`src/rtl/apb_fifo_slave.sv`:
```
// apb_fifo_slave: APB completer in front of a synchronous FIFO.
// Writes to DATA (0x0) push a word, reads from DATA pop the head word.
// STAT (0x4) reports count/empty/full/ovf/udf, CTRL (0x8) flushes the FIFO
// and clears the sticky overflow/underflow flags, THR (0xC) holds the irq
// threshold.
// Ports:
//   system_clock, reset_n              clock and async active-low reset
//   psel, penable, pwrite, paddr,
//   pwdata, pstrobe, pprot             APB request (pprot is ignored)
//   pready, prdata, pslverr            APB response, all registered
//   fifo_full, fifo_empty, irq         registered FIFO status
module apb_fifo_slave #(
  parameter int ADDR  = 32,
  parameter int DATA  = 32,
  parameter int DEPTH = 16
) (
  input  logic              system_clock,
  input  logic              reset_n,
  input  logic              psel,
  input  logic              penable,
  input  logic              pwrite,
  input  logic [ADDR-1:0]   paddr,
  input  logic [DATA-1:0]   pwdata,
  input  logic [DATA/8-1:0] pstrobe,
  input  logic [2:0]        pprot,
  output logic              pready,
  output logic [DATA-1:0]   prdata,
  output logic              pslverr,
  output logic              fifo_full,
  output logic              fifo_empty,
  output logic              irq
);

  localparam int PW = $clog2(DEPTH);
  localparam int CW = PW + 1;

  // The APB setup phase is decoded while the FSM sits in IDLE, so pready
  // can be registered on the edge that ends it (zero wait states).
  typedef enum logic [1:0] {ST_IDLE = 2'd0, ST_RDW = 2'd1, ST_ACC = 2'd2} state_t;

  // Side effect remembered from the setup phase, applied when ACC ends.
  typedef enum logic [2:0] {
    OP_NONE = 3'd0, OP_PUSH = 3'd1, OP_POP = 3'd2, OP_SET_OVF = 3'd3,
    OP_SET_UDF = 3'd4, OP_CTRL = 3'd5, OP_THR = 3'd6
  } op_t;

  state_t             state_r;
  op_t                op_r;
  op_t                op_s;
  logic               pready_r;
  logic               pslverr_r;
  logic [DATA-1:0]    prdata_r;
  logic [DATA-1:0]    mem [DEPTH];
  logic [PW-1:0]      wr_ptr_r, rd_ptr_r, wr_ptr_nxt_s, rd_ptr_nxt_s;
  logic [CW-1:0]      count_r, count_nxt_s;
  logic [CW-1:0]      thresh_r, thresh_nxt_s;
  logic               ovf_r, udf_r, ovf_nxt_s, udf_nxt_s;
  logic               full_r, empty_r, irq_r;
  logic               err_s, rdw_s, addr_bad_s, commit_s;
  logic [DATA-1:0]    rd_val_s;
  logic               unused_s;

  assign unused_s = ^{pprot, paddr[ADDR-1:4]};

  assign pready     = pready_r;
  assign pslverr    = pslverr_r;
  assign prdata     = prdata_r;
  assign fifo_full  = full_r;
  assign fifo_empty = empty_r;
  assign irq        = irq_r;

  // Setup-phase decode: operation, error and read value of the request.
  always_comb begin
    op_s       = OP_NONE;
    err_s      = 1'b0;
    rdw_s      = 1'b0;
    rd_val_s   = '0;
    addr_bad_s = (paddr[1:0] != 2'b00) || (paddr[3:0] > 4'hC);
    if (addr_bad_s) begin
      err_s = 1'b1;
    end else begin
      case (paddr[3:2])
        2'd0: begin
          if (pwrite) begin
            if (full_r) begin
              err_s = 1'b1;
              op_s  = OP_SET_OVF;
            end else if (pstrobe != {(DATA/8){1'b1}}) begin
              err_s = 1'b1;
            end else begin
              op_s = OP_PUSH;
            end
          end else begin
            if (empty_r) begin
              err_s = 1'b1;
              op_s  = OP_SET_UDF;
            end else begin
              op_s  = OP_POP;
              rdw_s = 1'b1;
            end
          end
        end
        2'd1: begin
          if (pwrite) begin
            err_s = 1'b1;
          end else begin
            rd_val_s[CW-1:0] = count_r;
            rd_val_s[16]     = empty_r;
            rd_val_s[17]     = full_r;
            rd_val_s[18]     = ovf_r;
            rd_val_s[19]     = udf_r;
          end
        end
        2'd2: begin
          if (pwrite) begin
            op_s = OP_CTRL;
          end else begin
            rd_val_s = '0;
          end
        end
        2'd3: begin
          if (pwrite) begin
            op_s = OP_THR;
          end else begin
            rd_val_s[CW-1:0] = thresh_r;
          end
        end
        default: begin
          err_s = 1'b1;
        end
      endcase
    end
  end

  // Next FIFO/control state; only changes on the edge that completes ACC.
  always_comb begin
    commit_s     = (state_r == ST_ACC) && psel && penable;
    wr_ptr_nxt_s = wr_ptr_r;
    rd_ptr_nxt_s = rd_ptr_r;
    count_nxt_s  = count_r;
    ovf_nxt_s    = ovf_r;
    udf_nxt_s    = udf_r;
    thresh_nxt_s = thresh_r;
    if (commit_s) begin
      case (op_r)
        OP_PUSH: begin
          wr_ptr_nxt_s = wr_ptr_r + PW'(1);
          count_nxt_s  = count_r + CW'(1);
        end
        OP_POP: begin
          rd_ptr_nxt_s = rd_ptr_r + PW'(1);
          count_nxt_s  = count_r - CW'(1);
        end
        OP_SET_OVF: ovf_nxt_s = 1'b1;
        OP_SET_UDF: udf_nxt_s = 1'b1;
        OP_CTRL: begin
          if (pwdata[0]) begin
            count_nxt_s  = '0;
            wr_ptr_nxt_s = rd_ptr_r;
          end else begin
            count_nxt_s = count_r;
          end
          if (pwdata[1]) begin
            ovf_nxt_s = 1'b0;
          end else begin
            ovf_nxt_s = ovf_r;
          end
          if (pwdata[2]) begin
            udf_nxt_s = 1'b0;
          end else begin
            udf_nxt_s = udf_r;
          end
        end
        OP_THR: begin
          if (pwdata > DATA'(DEPTH)) begin
            thresh_nxt_s = CW'(DEPTH);
          end else begin
            thresh_nxt_s = pwdata[CW-1:0];
          end
        end
        default: begin
          count_nxt_s = count_r;
        end
      endcase
    end else begin
      count_nxt_s = count_r;
    end
  end

  // FIFO storage; not reset, flush only moves the write pointer.
  always_ff @(posedge system_clock) begin
    if (commit_s && (op_r == OP_PUSH)) begin
      mem[wr_ptr_r] <= pwdata;
    end
  end

  // FIFO pointers, count, sticky flags, threshold and registered status.
  always_ff @(posedge system_clock or negedge reset_n) begin
    if (!reset_n) begin
      wr_ptr_r <= '0;
      rd_ptr_r <= '0;
      count_r  <= '0;
      ovf_r    <= 1'b0;
      udf_r    <= 1'b0;
      thresh_r <= CW'(DEPTH / 2);
      full_r   <= 1'b0;
      empty_r  <= 1'b1;
      irq_r    <= 1'b0;
    end else begin
      wr_ptr_r <= wr_ptr_nxt_s;
      rd_ptr_r <= rd_ptr_nxt_s;
      count_r  <= count_nxt_s;
      ovf_r    <= ovf_nxt_s;
      udf_r    <= udf_nxt_s;
      thresh_r <= thresh_nxt_s;
      full_r   <= (count_nxt_s == CW'(DEPTH));
      empty_r  <= (count_nxt_s == '0);
      irq_r    <= (thresh_nxt_s != '0) && (count_nxt_s >= thresh_nxt_s);
    end
  end

  // APB transfer FSM with registered pready/pslverr/prdata.
  always_ff @(posedge system_clock or negedge reset_n) begin
    if (!reset_n) begin
      state_r   <= ST_IDLE;
      op_r      <= OP_NONE;
      pready_r  <= 1'b0;
      pslverr_r <= 1'b0;
      prdata_r  <= '0;
    end else begin
      case (state_r)
        ST_IDLE: begin
          pready_r  <= 1'b0;
          pslverr_r <= 1'b0;
          prdata_r  <= '0;
          if (psel && !penable) begin
            op_r <= op_s;
            if (rdw_s) begin
              // DATA read: one wait state while the head word is fetched.
              state_r <= ST_RDW;
            end else begin
              state_r   <= ST_ACC;
              pready_r  <= 1'b1;
              pslverr_r <= err_s;
              prdata_r  <= rd_val_s;
            end
          end
        end
        ST_RDW: begin
          if (!psel) begin
            // Master abandoned the transfer: nothing is popped.
            state_r <= ST_IDLE;
            op_r    <= OP_NONE;
          end else begin
            state_r  <= ST_ACC;
            pready_r <= 1'b1;
            prdata_r <= mem[rd_ptr_r];
          end
        end
        ST_ACC: begin
          state_r   <= ST_IDLE;
          op_r      <= OP_NONE;
          pready_r  <= 1'b0;
          pslverr_r <= 1'b0;
          prdata_r  <= '0;
        end
        default: begin
          state_r   <= ST_IDLE;
          op_r      <= OP_NONE;
          pready_r  <= 1'b0;
          pslverr_r <= 1'b0;
          prdata_r  <= '0;
        end
      endcase
    end
  end

endmodule

```
`config.mk`:
```
export PLATFORM = sky130hd
export DESIGN_NAME = apb_fifo_slave
export DESIGN_NICKNAME = d
export VERILOG_FILES = /design/src/rtl/apb_fifo_slave.sv
export SDC_FILE = /design/constraint.sdc
export NUM_CORES = 1
export LEC_CHECK = 0
export CELL_PAD_IN_SITES_DETAIL_PLACEMENT = 0
export CELL_PAD_IN_SITES_GLOBAL_PLACEMENT = 2
export CORE_MARGIN = 2
export CORE_UTILIZATION = 51
export CTS_CLUSTER_DIAMETER = 100
export CTS_CLUSTER_SIZE = 10
export DETAILED_ROUTE_END_ITERATION = 12
export PLACE_DENSITY_LB_ADDON = 0.1
export SLEW_MARGIN = 20
export SYNTH_ARGS = -nofsm -noshare
export SYNTH_HDL_FRONTEND = slang
export SYNTH_SLANG_ARGS = --single-unit
```
`constraint.sdc`:
```
create_clock -name system_clock -period 8.2 [get_ports system_clock]
set_input_delay 2.46 -clock system_clock [delete_from_list [all_inputs] [get_ports system_clock]]
set_output_delay 2.46 -clock system_clock [all_outputs]
set_load 0.01 [all_outputs]
```
==> results_tabular.tex, run 1 <==
\begin{tabular}{lr}
\hline
Metric & Value \\
\hline
\multicolumn{2}{l}{\textbf{Status}} \\
Run status & completed \\
\multicolumn{2}{l}{\textbf{Synthesis}} \\
Synth async-reset ratio & 10.80\% \\
Mean instance size in the synthesized netlist & 21.28 um2 \\
Number of instances in the synthesized netlist & 1057 \\
Total of warnings raised by yosys & 0 \\
Cell Area, Synth & 22490 um2 \\
Synth Flop Type & edfxtp\_1 \\
Leading area contributor after synthesis & edfxtp\_1 \\
Most common cell in the netlist & edfxtp\_1 \\
Top cells by instance count after synthesis & edfxtp\_1 (512), mux4\_2 (153), dfrtp\_1 (60) \\
Share of the synthesized area in the top cell type & 68.36\% \\
Top cells by area, synth & edfxtp\_1 (68\%), mux4\_2 (15\%), dfrtp\_1 (6.7\%), a32o\_1 (1.0\%), ha\_1 (0.72\%) \\
Sequential share of the synthesized area & 75.27\% \\
Number of synthesized flops with an enable pin & 512 \\
Synthesis-stage register bit count & 574 \\
Netlist cell types & 60 \\
Post-synth net total & 1147 \\
\multicolumn{2}{l}{\textbf{Hold path}} \\
Worst min-delay path endpoint & pready\$\_DFFE\_PN0P\_ \\
Hold Path Class & flop to flop \\
Startpoint of the tightest hold check path & pready\$\_DFFE\_PN0P\_ \\
Depth of the worst hold-timing path & 1 \\
\multicolumn{2}{l}{\textbf{Worst setup path}} \\
Endpoint type of the worst setup path & flop \\
Endpoint arrival time on the critical path & 6.42 ns \\
CP Max Fanout & 17 \\
Type of the worst setup path & primary input to flop \\
CP Data Required Time & 8.64 ns \\
CP most frequent cell & a21o\_1 \\
Startpoint of the worst setup timing path & pwdata[22] \\
Cells along the critical path & clkdlybuf4s50\_1 > nor4\_1 > nand4\_1 > a2111oi\_2 > inv\_2 > o21ai\_0 > ha\_1 > nand2b\_1 > a21o\_1 > a21o\_1 > a21o\_1 > a21oi\_1 > a31oi\_1 \\
Critical register-to-register path endpoint & irq\$\_DFF\_PN0\_ \\
Number of cell instances on the worst register-to-register path & 13 \\
Worst-case register-to-register setup slack & 4.32 ns \\
Launch point of the worst reg-to-reg path & state\_r[1]\$\_DFFE\_PN0N\_ \\
Worst stage delay on the critical path & 0.76 ns \\
Crit-path slowest cell & clkdlybuf4s50\_1 \\
CP Launch Type & primary input \\
\multicolumn{2}{l}{\textbf{Floorplanning}} \\
Io pins & 113 \\
Number of core rows & 76 \\
Width of the die & 214 um \\
Die area & 45800 um2 \\
Die boundary height & 214 um \\
Effective utilization at floorplan & 51.98\% \\
Core Footprint & 43270 um2 \\
\multicolumn{2}{l}{\textbf{GRT}} \\
Residual overflow from global routing & 0 \\
Global-route wire length before repair & 76540 um \\
Tot GR Track Use & 23.29\% \\
Largest net degree at the start of global routing & 114 \\
Number of antenna violations at the first check in global routing & 0 \\
Number of global-route vias before repair & 11373 \\
\multicolumn{2}{l}{\textbf{Placed design}} \\
Final RePlAce weighted congestion & 0.7529 \\
Number of cells after detailed placement & 1697 \\
Buffers added on ports & 81 \\
Dpl hpwl & 27560 um \\
Worst setup slack after placement & 1.702 ns \\
\multicolumn{2}{l}{\textbf{Drt}} \\
Total iterations of the first detailed-routing run & 5 \\
Total via count after detailed routing & 11067 \\
Routed wire per std cell & 28.53 um \\
Final routed DRC violation total & 0 \\
Count of antenna-violating nets left after detailed routing & 0 \\
Via density & 6.071 \\
Number of DRC markers after the initial detailed-route iteration & 1116 \\
Post-detailed-routing wire length & 52010 um \\
\multicolumn{2}{l}{\textbf{STA}} \\
Transition time of the tightest slew-check pin & 1.150 ns \\
RSZ-0062 raised after global routing & no \\
Sum of negative setup slack & 0 ns \\
FMAX & 0.1673 GHz \\
Hold WS & 0.4878 ns \\
Min Tclk post-route & 5.977 ns \\
Final hold violations & 0 \\
Final number of max-transition violations & 0 \\
Clock Skews & 0.02522 ns \\
Number of failing setup endpoints in the final timing report & 0 \\
Final worst-path cycle share & 72.89\% \\
Minimum setup slack in the final design & 2.223 ns \\
Max-slew headroom & 23.35\% \\
\multicolumn{2}{l}{\textbf{CTS}} \\
Cell at the root of the clock tree & clkbuf\_16 \\
Clock Latency Late Sink & 0.58 ns \\
Clock Pin Slew Worst Setup and Hold Paths & 0.06 ns \\
Clock Sink Count & 574 \\
CTS tree & built \\
Setup bufs post-CTS & 0 \\
CTS max path bufs & 3 \\
Number of gates given a new drive strength after cts & 0 \\
Maximum level of the CTS H-tree & 3 \\
Clock buffers created by TritonCTS & 67 \\
Count of hold buffers inserted by post-cts repair & 0 \\
\multicolumn{2}{l}{\textbf{Power}} \\
Worst ir drop on vdd & 0.1751 mV \\
Power density cells & 231.6 nW/um2 \\
Leakage power summed over all cells & 8.350 nW \\
\multicolumn{2}{l}{\textbf{Final layout}} \\
Antenna cell count & 0 \\
Count of placed standard cells in the final layout, fillers left out & 1823 \\
Net count reported at finish & 1275 \\
Signed area change from the synthesized netlist to the final layout & 16.48\% \\
Layout cells sized above 1 & 23.75\% \\
\multicolumn{2}{l}{\textbf{Flow run}} \\
Max-cap violation count & 0 \\
\hline
\end{tabular}
-- worst max-delay path by stage --
| stage | slack [ns] | end |
|---|---|---|
| after floorplan | 2.38 | mem[0][0]$_DFFE_PP_ |
| after global placement | 1.70 | irq$_DFF_PN0_ |
| after detailed placement | 1.70 | irq$_DFF_PN0_ |
| after CTS | 2.32 | irq$_DFF_PN0_ |
| after global routing | 2.14 | irq$_DFF_PN0_ |
| final | 2.22 | irq$_DFF_PN0_ |
-- kinds of logic (layout without fill, tap and decap cells) --
| kind of cell | count (synthesis) | after routing | share of synthesized area [%] |
|---|---|---|---|
| flops | 574 | 574 | 75.27 |
| mux | 170 | 170 | 16.09 |
| simple gates | 131 | 131 | 2.865 |
| compound gates | 94 | 94 | 3.115 |
| buf+inv | 68 | 249 | 1.613 |
| fa+ha+maj | 14 | 14 | 0.8122 |
| xor+xnor | 6 | 6 | 0.2337 |
-- metrics by stage --
| stage | area, um2 | utilization (%) | power (mW) |
|---|---|---|---|
| 6_report | 26200 | 60.55 | 6.067 |
| 5_1_grt | 26200 | 60.55 | 6.250 |
| 4_1_cts | 26090 | 60.30 | 6.123 |
| 3_5_place_dp | 24110 | 55.73 | 3.425 |
| 3_3_place_gp | 24060 | 55.62 | 3.422 |
| 2_1_floorplan | 22490 | - | 3.342 |
-- registers in the layout (all words and copies together) (netlist names) --
signal,count
ovf_r,1
wr_ptr_r,4
irq,1
fifo_empty,1
udf_r,1
thresh_r,5
rd_ptr_r,4
op_r,3
state_r,2
prdata,32
pslverr,1
mem,512
count_r,5
pready,1
fifo_full,1
-- layout make-up --
cell class / instances / area (um2)
Clock inverter: 2 / 17.52
Clock buffer: 120 / 1961
Fill cell: 3128 / 17070
Inverter: 13 / 48.80
Multi-Input combinational cell: 415 / 5325
Sequential cell: 574 / 16940
Timing Repair Buffer: 114 / 1176
Tap cell: 585 / 732.0
-- where the power goes --
part	total, mW	switching (mW)	internal, mW
Clock	2.70	1.09	1.61
Sequential	3.20	0.00936	3.19
Combinational	0.165	0.0919	0.0727
Total	6.07	1.19	4.87
-- cell usage in the layout, fill, tap and decap left out, drive strengths merged, types with 3 or more instances in the layout --
master / count
o21ai: 10
mux4: 153
nor2: 35
clkdlybuf4s50: 79
clkbuf: 120
xor2: 3
nor2b: 6
xnor2: 3
mux2i: 14
nor4: 7
ha: 13
a211oi: 4
nand2: 32
o22ai: 6
nand3: 8
a32o: 23
inv: 10
buf: 35
nand2b: 8
nor3: 15
a21o: 8
a22o: 3
o221ai: 3
a31oi: 5
nor3b: 5
a22oi: 4
and2: 3
a21oi: 18
clkinv: 5
edfxtp: 512
dfrtp: 60
mux2: 3
-- critical path, delay by kind of cell --
family	cells	cell delay, ns
AO/OA/AOI/OAI	7	1.53
AND/OR/NAND/NOR	3	1.25
buffers and inverters	2	0.85
adder cells (fa/ha/maj)	1	0.30
-- routing by layer --
| layer | track usage [%] | vias up | part of all wire [%] | wire (um) |
|---|---|---|---|---|
| met5 | 0 | - | 0 | 0 |
| met4 | 6.527 | 0 | 1.9 | 1000 |
| met3 | 3.905 | 68 | 5.9 | 3050 |
| met2 | 37.05 | 346 | 49 | 25340 |
| met1 | 33.85 | 5951 | 43 | 22620 |
| li1 | - | 4702 | - | - |
(Power assumes the default switching activity.)
==> inputs of run 2 (changes only) <==
Settings changed: CORE_UTILIZATION 51 to 43.
Clock period 8.2 ns to 5.4 ns, I/O delays scaled along.
==> run 2 against run 1 <==
  * Global-route usage down 2.2 points
  * Register-to-register slack worse by 2.4 ns
  * Worst hold slack worse by 0.0058 ns
  * Non-clock buffer count up 48
  * Sequential power up 52%
  * Sequential cell count unchanged
  * Design area up 1.8%
  * Via count up 0.34%
  * Critical path type unchanged
  * Largest power group unchanged
==> results_tabular.tex, run 2 (synthesized netlist as in run 1, its figures left out) <==
\begin{tabular}{lr}
\hline
Metric & Value \\
\hline
\multicolumn{2}{l}{\textbf{Status}} \\
Run status & completed (unchanged) \\
\multicolumn{2}{l}{\textbf{Worst setup path}} \\
Critical register-to-register path endpoint & irq\$\_DFF\_PN0\_ (unchanged) \\
Endpoint type of the worst setup path & flop (unchanged) \\
CP Launch Type & primary input (unchanged) \\
Worst-case register-to-register setup slack & 1.88 ns (was 4.32 ns) \\
CP Data Required Time & 5.84 ns (was 8.64 ns) \\
Type of the worst setup path & primary input to flop (unchanged) \\
Launch point of the worst reg-to-reg path & state\_r[1]\$\_DFFE\_PN0N\_ (unchanged) \\
Number of cell instances on the worst register-to-register path & 13 (unchanged) \\
CP Max Fanout & 17 (unchanged) \\
Endpoint arrival time on the critical path & 4.81 ns (was 6.42 ns) \\
\multicolumn{2}{l}{\textbf{Drt}} \\
Total via count after detailed routing & 11105 (was 11067) \\
Post-detailed-routing wire length & 54740 um (was 52010 um) \\
Count of antenna-violating nets left after detailed routing & 0 (unchanged) \\
Via density & 5.657 (was 6.071) \\
Routed wire per std cell & 27.89 um (was 28.53 um) \\
Number of DRC markers after the initial detailed-route iteration & 814 (was 1116) \\
Final routed DRC violation total & 0 (unchanged) \\
Total iterations of the first detailed-routing run & 5 (unchanged) \\
\multicolumn{2}{l}{\textbf{Final layout}} \\
Signed area change from the synthesized netlist to the final layout & 18.62\% (was 16.48\%) \\
Number of flip-flops in the largest register & 512 (unchanged) \\
Count of placed standard cells in the final layout, fillers left out & 1963 (was 1823) \\
Antenna cell count & 0 (unchanged) \\
Leading cell type in the layout, fill and taps excluded & edfxtp\_1 (unchanged) \\
Reg with most FFs & mem (unchanged) \\
Final cell utilization of the core & 51.80\% (was 60.55\%) \\
Layout cells sized above 1 & 26.66\% (was 23.75\%) \\
Leading cell types in the layout, fill and taps excluded & edfxtp\_1 (512), mux4\_2 (153), clkdlybuf4s50\_1 (79) (unchanged) \\
Net count reported at finish & 1323 (was 1275) \\
\multicolumn{2}{l}{\textbf{Placed design}} \\
Buffers added on ports & 81 (unchanged) \\
Dpl hpwl & 31110 um (was 27560 um) \\
Number of cells after detailed placement & 1844 (was 1697) \\
Final RePlAce weighted congestion & 0.7196 (was 0.7529) \\
Worst setup slack after placement & 0.3447 ns (was 1.702 ns) \\
\multicolumn{2}{l}{\textbf{STA}} \\
Final worst-path cycle share & 80.99\% \\
Minimum setup slack in the final design & 1.027 ns (was 2.223 ns) \\
FMAX & 0.2287 GHz \\
Final hold violations & 0 (unchanged) \\
Max-slew headroom & 30.85\% (was 23.35\%) \\
Final number of max-transition violations & 0 (unchanged) \\
RSZ-0062 raised after global routing & no (unchanged) \\
Transition time of the tightest slew-check pin & 1.037 ns (was 1.150 ns) \\
Min Tclk post-route & 4.373 ns \\
Clock Skews & 0.02212 ns (was 0.02522 ns) \\
Number of failing setup endpoints in the final timing report & 0 (unchanged) \\
Sum of negative setup slack & 0 ns (unchanged) \\
\multicolumn{2}{l}{\textbf{Hold path}} \\
Hold Path Class & flop to flop (unchanged) \\
Worst min-delay path endpoint & pready\$\_DFFE\_PN0P\_ (unchanged) \\
Depth of the worst hold-timing path & 1 (unchanged) \\
Startpoint of the tightest hold check path & pready\$\_DFFE\_PN0P\_ (unchanged) \\
\multicolumn{2}{l}{\textbf{CTS}} \\
Count of hold buffers inserted by post-cts repair & 0 (unchanged) \\
Setup bufs post-CTS & 0 (unchanged) \\
Maximum level of the CTS H-tree & 3 (unchanged) \\
Number of gates given a new drive strength after cts & 0 (unchanged) \\
CTS tree & built (unchanged) \\
CTS max path bufs & 3 (unchanged) \\
Cell at the root of the clock tree & clkbuf\_16 (unchanged) \\
Clock Sink Count & 574 (unchanged) \\
Clock Pin Slew Worst Setup and Hold Paths & 0.06 ns (about the same) \\
Clock buffers created by TritonCTS & 67 (unchanged) \\
Clock Latency Late Sink & 0.58 ns (about the same) \\
\multicolumn{2}{l}{\textbf{Floorplanning}} \\
Effective utilization at floorplan & 43.66\% (was 51.98\%) \\
Width of the die & 232.7 um (was 214 um) \\
Die boundary height & 232.7 um (was 214 um) \\
Core Footprint & 51510 um2 (was 43270 um2) \\
Io pins & 113 (unchanged) \\
Number of core rows & 83 (was 76) \\
Die area & 54150 um2 (was 45800 um2) \\
\multicolumn{2}{l}{\textbf{GRT}} \\
Largest net degree at the start of global routing & 65 (was 114) \\
Number of global-route vias before repair & 11729 (was 11373) \\
Global-route wire length before repair & 80370 um (was 76540 um) \\
Residual overflow from global routing & 0 (unchanged) \\
Tot GR Track Use & 21.09\% (was 23.29\%) \\
Number of antenna violations at the first check in global routing & 1 (was 0) \\
\multicolumn{2}{l}{\textbf{Power}} \\
Power density cells & 346.5 nW/um2 (was 231.6 nW/um2) \\
Leakage power summed over all cells & 8.575 nW (was 8.350 nW) \\
Worst ir drop on vdd & 0.2738 mV (was 0.1751 mV) \\
\multicolumn{2}{l}{\textbf{Flow run}} \\
Max-cap violation count & 0 (unchanged) \\
\hline
\end{tabular}
==> run 2: report_power, final <==
group	leakage (nW)	switching [mW]	internal, mW
registers	5.44	0.0169	4.84
clock network	0.938	1.68	2.44
logic	2.19	0.145	0.126
total	8.58	1.84	7.40
==> run 2: metal layers <==
metal,global-route usage (%),routed length (um),vias to the layer above
met3,4.032,3107,64
met4,6.688,1168,2
li1,-,-,4798
met2,34.38,27150,297
met1,28.89,23310,5944
met5,0,13,-
==> run 2: worst max-delay path by stage <==
stage / from / endpoint / slack, ns / depth (start not counted)
5_1_grt: pwdata[17] / irq$_DFF_PN0_ / 0.81 / 15
6_report: pwdata[17] / irq$_DFF_PN0_ / 1.03 / 15
4_1_cts: pwdata[17] / irq$_DFF_PN0_ / 0.97 / 15
3_3_place_gp: pwdata[17] / irq$_DFF_PN0_ / 0.32 / 15
3_5_place_dp: pwdata[17] / irq$_DFF_PN0_ / 0.34 / 15
2_1_floorplan: psel / mem[0][0]$_DFFE_PP_ / 0.42 / 6
==> run 2: per-stage QoR <==
| stage | instance area, um2 | total power [mW] | hold WS [ns] |
|---|---|---|---|
| detailed placement | 24710 | 5.227 | 0.4718 |
| global route | 26680 | 9.550 | 0.4999 |
| finish | 26680 | 9.244 | 0.4820 |
| floorplan | 22490 | 5.075 | 0.4474 |
| CTS | 26680 | 9.343 | 0.4846 |
| global placement | 24710 | 5.223 | 0.4640 |
==> run 2: area by class of cell <==
class                   count  area (um2)
multi-input cells         415        5325
repair buffers            162        1549
inverters                  13       48.80
fillers                  4172       24830
clock buffers             117        1949
flip-flops and latches    574       16940
well taps                 680       850.8
clock inverters             2       17.52
==> run 2: worst max-delay path: stages <==
cell and delay (ns):
clkdlybuf4s50_1 0.43, buf_4 0.22, nor4_1 0.41, nand3_1 0.14
buf_4 0.19, a2111oi_2 0.36, inv_2 0.06, o21ai_0 0.23
ha_1 0.27, nand2b_1 0.14, a21o_1 0.17, a21o_1 0.17
a21o_1 0.16, a21oi_1 0.15, a31oi_1 0.07
==> inputs of run 3 (changes only) <==
Clock period 5.4 ns to 3.6 ns, I/O delays scaled along.
==> run 3 against run 2 <==
  * Total power up 50%
  * Sequential cell count unchanged
  * Final cell count up 2.4%
  * Combinational power up 61%
  * Utilization up 1.4 points
  * First-iteration DRC count up 46%
  * Critical path depth unchanged
  * Non-clock buffer count up 44
==> results_tabular.tex, run 3 (synthesized netlist as in run 1, its figures left out) <==
\begin{tabular}{lr}
\hline
Metric & Value \\
\hline
\multicolumn{2}{l}{\textbf{Worst setup path}} \\
CP Launch Type & primary input (unchanged) \\
CP Data Required Time & 4.06 ns (was 5.84 ns) \\
Number of cell instances on the worst register-to-register path & 10 (was 13) \\
Endpoint type of the worst setup path & flop (unchanged) \\
CP Max Fanout & 2 (was 17) \\
Crit-path slowest cell & clkdlybuf4s50\_1 (unchanged) \\
Cells along the critical path & clkdlybuf4s50\_1 > nor4\_1 > buf\_4 > nand4\_1 > buf\_4 > a2111oi\_4 > inv\_2 > o21ai\_2 > ha\_1 > nand2b\_1 > a21o\_1 > a21o\_1 > a21o\_1 > a21oi\_1 > a31oi\_1 (was clkdlybuf4s50\_1 > buf\_4 > nor4\_1 > nand3\_1 > buf\_4 > a2111oi\_2 > inv\_2 > o21ai\_0 > ha\_1 > nand2b\_1 > a21o\_1 > a21o\_1 > a21o\_1 > a21oi\_1 > a31oi\_1) \\
Worst stage delay on the critical path & 0.44 ns (was 0.43 ns) \\
Critical register-to-register path endpoint & irq\$\_DFF\_PN0\_ (unchanged) \\
Endpoint arrival time on the critical path & 3.95 ns (was 4.81 ns) \\
CP most frequent cell & a21o\_1 (unchanged) \\
Type of the worst setup path & primary input to flop (unchanged) \\
Launch point of the worst reg-to-reg path & op\_r[0]\$\_DFFE\_PN0P\_ (was state\_r[1]\$\_DFFE\_PN0N\_) \\
Worst-case register-to-register setup slack & 0.76 ns (was 1.88 ns) \\
\multicolumn{2}{l}{\textbf{Hold path}} \\
Worst min-delay path endpoint & prdata[0]\$\_DFFE\_PN0P\_ (was pready\$\_DFFE\_PN0P\_) \\
Startpoint of the tightest hold check path & prdata[0]\$\_DFFE\_PN0P\_ (was pready\$\_DFFE\_PN0P\_) \\
Depth of the worst hold-timing path & 2 (was 1) \\
Hold Path Class & flop to flop (unchanged) \\
\multicolumn{2}{l}{\textbf{GRT}} \\
Met1 demand-to-capacity share in global routing & 28.54\% (was 28.89\%) \\
Global-route wire length before repair & 80010 um (was 80370 um) \\
Met3 global-route usage & 3.272\% (was 4.032\%) \\
Tot GR Track Use & 20.90\% (was 21.09\%) \\
Number of global-route vias before repair & 11886 (was 11729) \\
Layer carrying the most global-route usage & met2 (unchanged) \\
Residual overflow from global routing & 0 (unchanged) \\
Number of antenna violations at the first check in global routing & 0 (was 1) \\
Met2 GRT Util & 34.71\% (was 34.38\%) \\
Largest net degree at the start of global routing & 59 (was 65) \\
\multicolumn{2}{l}{\textbf{Floorplanning}} \\
Io pins & 113 (unchanged) \\
Core Footprint & 51510 um2 (unchanged) \\
Number of core rows & 83 (unchanged) \\
Width of the die & 232.7 um (unchanged) \\
Effective utilization at floorplan & 43.66\% (unchanged) \\
Die boundary height & 232.7 um (unchanged) \\
Die area & 54150 um2 (unchanged) \\
\multicolumn{2}{l}{\textbf{Status}} \\
Run status & completed (unchanged) \\
\multicolumn{2}{l}{\textbf{STA}} \\
Minimum setup slack in the final design & 0.1193 ns (was 1.027 ns) \\
Min Tclk post-route & 3.481 ns \\
Final hold violations & 0 (unchanged) \\
Sum of negative setup slack & 0 ns (unchanged) \\
Final number of max-transition violations & 0 (unchanged) \\
Hold WS & 0.4919 ns (was 0.4820 ns) \\
Number of failing setup endpoints in the final timing report & 0 (unchanged) \\
FMAX & 0.2873 GHz \\
Transition time of the tightest slew-check pin & 0.9872 ns (was 1.037 ns) \\
Final worst-path cycle share & 96.68\% \\
Clock Skews & 0.01424 ns (was 0.02212 ns) \\
Max-slew headroom & 34.19\% (was 30.85\%) \\
\multicolumn{2}{l}{\textbf{Final layout}} \\
Antenna cell count & 0 (unchanged) \\
Register Area & 16940 um2 (unchanged) \\
Number of flip-flops in the largest register & 512 (unchanged) \\
Leading cell type in the layout, fill and taps excluded & edfxtp\_1 (unchanged) \\
Post-layout instance area & 27380 um2 (was 26680 um2) \\
Area taken by multi-input logic gates & 5384 um2 (was 5325 um2) \\
Final cell utilization of the core & 53.16\% (was 51.80\%) \\
Leading cell types in the layout, fill and taps excluded & edfxtp\_1 (512), mux4\_2 (153), buf\_4 (91) (was edfxtp\_1 (512), mux4\_2 (153), clkdlybuf4s50\_1 (79)) \\
Number of filler instances in the final layout & 4137 (was 4172) \\
Reg with most FFs & mem (unchanged) \\
Signed area change from the synthesized netlist to the final layout & 21.73\% (was 18.62\%) \\
Layout cells sized above 1 & 29.32\% (was 26.66\%) \\
Net count reported at finish & 1367 (was 1323) \\
\multicolumn{2}{l}{\textbf{Placed design}} \\
Placed cell areas & 25380 um2 (was 24710 um2) \\
Buffers added on ports & 81 (unchanged) \\
Final RePlAce weighted congestion & 0.7331 (was 0.7196) \\
Worst setup slack after placement & -0.6579 ns (was 0.3447 ns) \\
Dpl hpwl & 32000 um (was 31110 um) \\
\multicolumn{2}{l}{\textbf{CTS}} \\
Maximum level of the CTS H-tree & 3 (unchanged) \\
Clock Sink Count & 574 (unchanged) \\
CTS tree & built (unchanged) \\
Clock Latency Late Sink & 0.58 ns (about the same) \\
Setup bufs post-CTS & 0 (unchanged) \\
Cell at the root of the clock tree & clkbuf\_16 (unchanged) \\
CTS max path bufs & 3 (unchanged) \\
Clock Pin Slew Worst Setup and Hold Paths & 0.06 ns (about the same) \\
Clock buffers created by TritonCTS & 67 (unchanged) \\
Count of hold buffers inserted by post-cts repair & 0 (unchanged) \\
\multicolumn{2}{l}{\textbf{Flow run}} \\
Max-cap violation count & 0 (unchanged) \\
\multicolumn{2}{l}{\textbf{Power}} \\
Power density cells & 507.8 nW/um2 (was 346.5 nW/um2) \\
Worst ir drop on vdd & 0.3501 mV (was 0.2738 mV) \\
Leakage power summed over all cells & 8.842 nW (was 8.575 nW) \\
\multicolumn{2}{l}{\textbf{Drt}} \\
Count of antenna-violating nets left after detailed routing & 0 (unchanged) \\
Final routed DRC violation total & 0 (unchanged) \\
Routed wire per std cell & 27.23 um (was 27.89 um) \\
Post-detailed-routing wire length & 54740 um (unchanged) \\
Via density & 5.584 (was 5.657) \\
Total via count after detailed routing & 11223 (was 11105) \\
Number of DRC markers after the initial detailed-route iteration & 1189 (was 814) \\
Total iterations of the first detailed-routing run & 5 (unchanged) \\
\hline
\end{tabular}
==> run 3: power breakdown <==
part | internal, mW | switching [mW] | total (mW)
Sequential | 7.27 | 0.0201 | 7.29
Clock | 3.67 | 2.52 | 6.18
Combinational | 0.206 | 0.231 | 0.436
==> run 3: worst max-delay path by stage <==
stage	startpoint	to	cells after the start
3_3_place_gp	pwdata[17]	irq$_DFF_PN0_	16
6_report	pwdata[28]	irq$_DFF_PN0_	15
4_1_cts	pwdata[12]	irq$_DFF_PN0_	15
5_1_grt	pwdata[28]	irq$_DFF_PN0_	15
2_1_floorplan	psel	mem[12][0]$_DFFE_PP_	6
3_5_place_dp	pwdata[12]	irq$_DFF_PN0_	15
==> run 3: through the flow <==
| step | power, mW | std cells |
|---|---|---|
| detailed placement | 7.864 | 1888 |
| floorplan | 7.612 | 1057 |
| global placement | 7.856 | 1888 |
| global route | 14.34 | 2010 |
| CTS | 14.07 | 2010 |
| finish | 13.90 | 2010 |
==> run 3: timing repair <==
item                       in CTS  in global routing
resized for setup               1                  4
setup endpoints to repair       1                  1
pin swaps                       0                  1
==> run 3: area by class of cell <==
cell class | count | share of cell area, %
clock buffer | 120 | 7.161
clock inverter | 2 | 0.06398
timing repair buffer | 206 | 7.961
multi-input combinational | 415 | 19.66
inverter | 13 | 0.1782
tap | 680 | 3.107
sequential | 574 | 61.87
==> run 3: per-layer routing <==
metal  routed length, um  vias up
li1                    -     4878
met1               23540     5958
met2               27290      314
met3                2786       73
met4                1121        0
met5                   0        -
==> run 3: critical path: cells and delay by family <==
kind                       cells  cell delay [ns]
and+or+nand+nor                3             0.57
AOI/OAI and AO/OA              7             1.14
adders and majority gates      1             0.24
buffers and inverters          4             0.91
